[src/rtl/jk_latch_writer.sv]
// Write-side controller for a bank of level-sensitive JK latches: computes J/K
// excitation from readback, strobes the enable, verifies and retries on mismatch.
module jk_latch_writer #(
    parameter int WIDTH      = 8,
    parameter int STROBE_CYC = 2,
    parameter int MAX_RETRY  = 2
) (
    input  logic             clk,
    input  logic             rst_n,
    input  logic             req_valid,
    input  logic [WIDTH-1:0] req_data,
    output logic             req_ready,
    input  logic [WIDTH-1:0] q,
    output logic [WIDTH-1:0] j,
    output logic [WIDTH-1:0] k,
    output logic             en,
    output logic             done,
    output logic             err
);

    localparam logic [2:0] S_IDLE   = 3'd0;
    localparam logic [2:0] S_SETUP  = 3'd1;
    localparam logic [2:0] S_STROBE = 3'd2;
    localparam logic [2:0] S_HOLD   = 3'd3;
    localparam logic [2:0] S_CHECK  = 3'd4;

    localparam int         CW        = (STROBE_CYC > 1) ? $clog2(STROBE_CYC) : 1;
    localparam logic [CW-1:0] STROBE_LOAD = CW'(STROBE_CYC - 1);
    localparam logic [2:0] RETRY_MAX = 3'(MAX_RETRY);

    logic [2:0]       state, next_state;
    logic [WIDTH-1:0] target;
    logic [CW-1:0]    strobe_cnt;
    logic [2:0]       retry_cnt;
    logic             match;

    assign match = (q == target);

    // NOTE: every branch falls back to the default assigned first, so no latch is inferred.
    always_comb begin
        next_state = state;
        case (state)
            S_IDLE:   if (req_valid) next_state = S_SETUP;
            S_SETUP:  next_state = S_STROBE;
            S_STROBE: if (strobe_cnt == '0) next_state = S_HOLD;
            S_HOLD:   next_state = S_CHECK;
            S_CHECK: begin
                if (match)                      next_state = S_IDLE;
                else if (retry_cnt < RETRY_MAX) next_state = S_SETUP;
                else                            next_state = S_IDLE;
            end
            default:  next_state = S_IDLE;
        endcase
    end

    // NOTE: state and outputs use non-blocking assignments so every register sees pre-edge values.
    always_ff @(posedge clk or negedge rst_n) begin
        if (!rst_n) begin
            state      <= S_IDLE;
            target     <= '0;
            strobe_cnt <= '0;
            retry_cnt  <= '0;
            j          <= '0;
            k          <= '0;
            en         <= 1'b0;
            done       <= 1'b0;
            err        <= 1'b0;
            req_ready  <= 1'b1;
        end else begin
            state     <= next_state;
            done      <= 1'b0;
            err       <= 1'b0;
            req_ready <= (next_state == S_IDLE);
            en        <= (next_state == S_STROBE);
            case (state)
                S_IDLE: begin
                    if (req_valid) begin
                        target    <= req_data;
                        retry_cnt <= '0;
                    end
                end
                S_SETUP: begin
                    // J and K are disjoint by construction: a bit is set or cleared, never toggled.
                    j          <= target & ~q;
                    k          <= ~target & q;
                    strobe_cnt <= STROBE_LOAD;
                end
                S_STROBE: begin
                    if (strobe_cnt != '0) strobe_cnt <= strobe_cnt - 1'b1;
                end
                S_HOLD: begin
                    j <= '0;
                    k <= '0;
                end
                S_CHECK: begin
                    if (match)                      done      <= 1'b1;
                    else if (retry_cnt < RETRY_MAX) retry_cnt <= retry_cnt + 3'd1;
                    else                            err       <= 1'b1;
                end
                default: ;
            endcase
        end
    end

endmodule

[config.mk]
export PLATFORM = sky130hd
export DESIGN_NAME = jk_latch_writer
export DESIGN_NICKNAME = d
export VERILOG_FILES = /design/src/rtl/jk_latch_writer.sv
export SDC_FILE = /design/constraint.sdc
export NUM_CORES = 1
export LEC_CHECK = 0
export BUFFER_PORTS_ARGS = -buffer_cell sky130_fd_sc_hd__buf_2
export CAP_MARGIN = 20
export CORE_UTILIZATION = 51
export DETAILED_ROUTE_END_ITERATION = 8
export HOLD_SLACK_MARGIN = 0.12
export PLACE_DENSITY = 0.78
export SYNTH_ARGS = -nofsm -noshare
export SYNTH_HDL_FRONTEND = slang
export SYNTH_SLANG_ARGS = --single-unit
[constraint.sdc]
create_clock -name clk -period 1.53 [get_ports clk]
set_input_delay 0.306 -clock clk [delete_from_list [all_inputs] [get_ports clk]]
set_output_delay 0.306 -clock clk [all_outputs]
set_load 0.005 [all_outputs]
==> flow_metrics.tcl <==
set metrics [dict create \
    clk_latency_ps 340 \
    drt_iter0_markers 36 \
    yosys.cell_types.count 26 \
    htreeDepth 2 \
    p_leak_nw 1.10 \
    wl_per_cell_um 11.4 \
    seq_area_frac_synth_pct 51.2 \
    worstPathMaxFanout 4 \
    fin_crit_sh_pct 94.1 \
    worstHoldPathCells 3 \
    pin_count 39 \
    antenna_cells 0 \
    min_path_type "input port to flop" \
    grt_pass1_vias 1211 \
    via_count 1268 \
    cts_setup_buffers 0 \
    use_met3_pct 4.76 \
    hpwl_um 2370 \
    grt_use_total_pct 20.7 \
    crit_arrival_ps 1670 \
    power_density_mw_per_mm2 1630 \
    status "finished clean" \
    cts-root-buf "clkbuf_4" \
    ys_ff_latch 35 \
    ys_warn_count 0 \
    worst_setup_path_end_kind "flop" \
    syn-num-nets 215 \
    hold_violations 0 \
    grt_max_degree 36 \
    critPathLaunchType "flop" \
    syn_area_sq_mm 0.00171 \
    cts_resized 0 \
    cpPeakStageDelay_ps 410 \
    cts_max_path_buffers 2 \
    netlist_instances 179 \
    antenna_left 0 \
    utilization_pct 65.8 \
    fin_crit_ps 1440 \
    gp_congestion 0.838 \
    core_area_sq_mm 0.00313 \
    port_buffers 38 \
    grt_pass1_wl_um 5330 \
    drt_wl_total_um 3080 \
    viasPerCell 4.70 \
    peakVddDrop_mv 0.663 \
    grt_util_met1_pct 28.6 \
    area_delta_synth_final_pct 20.1 \
    dpl_worst_slack_ps 14.2 \
    setup_viol 0 \
    max_freq_mhz 695 \
    busiest_layer "met2" \
    die_h_um 60.0 \
    path_class "flop to flop" \
    path_cells "ha_1, nand4_1, o211a_1, o32a_1" \
    initial_core_util_pct 54.8 \
    rows 20 \
    cpMaxStageDelayCell "dfrtp_1" \
    firstDrtPassIters 4 \
    worstRegToRegCells 4 \
    drive_gt1_share_pct 25.2 \
    overflow 0 \
    cts_sinks 35 \
    fin_tns_setup_ps 0 \
    drv_cap 0 \
    max_slew.worst_pin.slew_ps 284 \
    grtUsageMet2_pct 30.8 \
    setup_ws_ps 90.7 \
    cp_data_required_time_ps 1760 \
    nNetsFinal 261 \
    die-area_sq_mm 0.00360 \
    route.detailed.drc 0 \
    cts_tree "done" \
    final_max_slew_viol_count 0 \
    slew_headroom_pct 81.0 \
    rsz0062_at_grt "no" \
    clock_skew_ps 11.0 \
    cts-buffers-inserted 5 \
    die_w_um 60.0 \
    syn_avg_cell_area_sq_um 9.58 \
    path_clk_slew_ps 110 \
    antenna_found_initial 0 \
]
[logic make-up after synthesis]
kind of cell / after synthesis / share of synthesized area (%)
buffers and inverters: 31 / 8.10
AO/OA/AOI/OAI: 35 / 11.3
AND/OR/NAND/NOR: 59 / 15.8
flip-flops: 35 / 51.2
adder cells (fa/ha/maj): 17 / 12.4
multiplexers: 2 / 1.17
[final cells by class]
class,count,area [sq um]
multi-input cells,113,698
clock buffers,5,37.5
flip-flops and latches,35,877
repair buffers,47,285
clock inverters,3,20.0
inverters,23,86.3
well taps,44,55.1
fillers,261,1070
[Yosys cell counts]
master	number	area share (%)
or3_1	1	0.37
o22ai_1	1	0.37
nor4b_4	1	1.4
nand4_1	2	0.73
a21oi_1	3	0.88
o21ai_0	27	7.9
buf_6	2	1.3
nand2b_1	2	0.73
dfstp_2	1	1.5
or2_0	1	0.37
nand2_1	43	9.4
ha_1	17	12
inv_1	23	5.0
nor2_1	5	1.1
dfrtp_1	34	50
o211a_1	1	0.58
clkbuf_1	2	0.44
buf_2	3	0.88
nor3b_1	1	0.44
nand3_1	1	0.29
o32a_1	1	0.58
o32ai_1	2	1.0
nor3b_2	1	0.73
buf_4	1	0.44
mux2i_1	2	1.2
nor3_1	1	0.29
[power by group]
group          switching [W]  internal (W)
Clock               0.000315      0.000175
Sequential          0.000227       0.00127
Combinational       0.000755      0.000614
Total                0.00130       0.00206
[registers in the layout (all words and copies together) (netlist names)]
signal      cells
j               8
k               8
target          8
retry_cnt       3
state           3
done            1
en              1
err             1
req_ready       1
strobe_cnt      1
[metrics by stage]
step	power [W]	cells	hold WS [ps]	instance area, sq um
CTS	0.00339	270	149	2060
global placement	0.00284	261	279	1990
floorplan	0.00239	179	10.4	1710
detailed placement	0.00290	261	279	1990
finish	0.00335	270	158	2060
global route	0.00370	270	157	2060
[final timing paths]
check	startpoint	to	slack, ps
worst max-delay path	target[0]	retry_cnt[0]	90
worst min-delay path	req_data[6]	target[6]	160
worst max register to register	target[0]	retry_cnt[0]	90
worst min register to register	k[7]	k[7]	480
max in group asynchronous	rst_n	req_ready	830
min in group asynchronous	rst_n	k[7]	440
[critical path, delay by kind of cell, from the launching register on]
family / cells / cell delay (ps)
DFF: 1 / 410
adders and majority gates: 1 / 280
AOI/OAI and AO/OA: 2 / 490
and+or+nand+nor: 1 / 150
[per-layer routing]
layer / vias up / part of all wire [%]
li1: 667 / -
met1: 560 / 49
met2: 31 / 44
met3: 10 / 4.4
met4: 0 / 2.3
met5: - / 0
[repair_timing]
action	4_1_cts	5_1_grt
hold endpoints to repair	34	0
hold buffers	1	0
endpoints found under the setup margin	0	3
[placed cells by master (no fill, tap or decap)]
cell,n
nand2_1,43
buf_2,38
dfrtp_1,34
o21ai_0,27
inv_1,23
ha_1,17
buf_4,6
nor2_1,5
clkbuf_4,5
a21oi_1,3
mux2i_1,2
nand4_1,2
o32ai_1,2
nand2b_1,2
clkinvlp_4,2
buf_12,2
nor3b_2,1
nor3b_1,1
or3_1,1
o211a_1,1
or2_0,1
nor4b_4,1
nand3_1,1
o22ai_1,1
nor3_1,1
o32a_1,1
clkinv_2,1
dlygate4sd3_1,1
dfstp_2,1
Note: power is estimated with default switching activity, not from simulation.
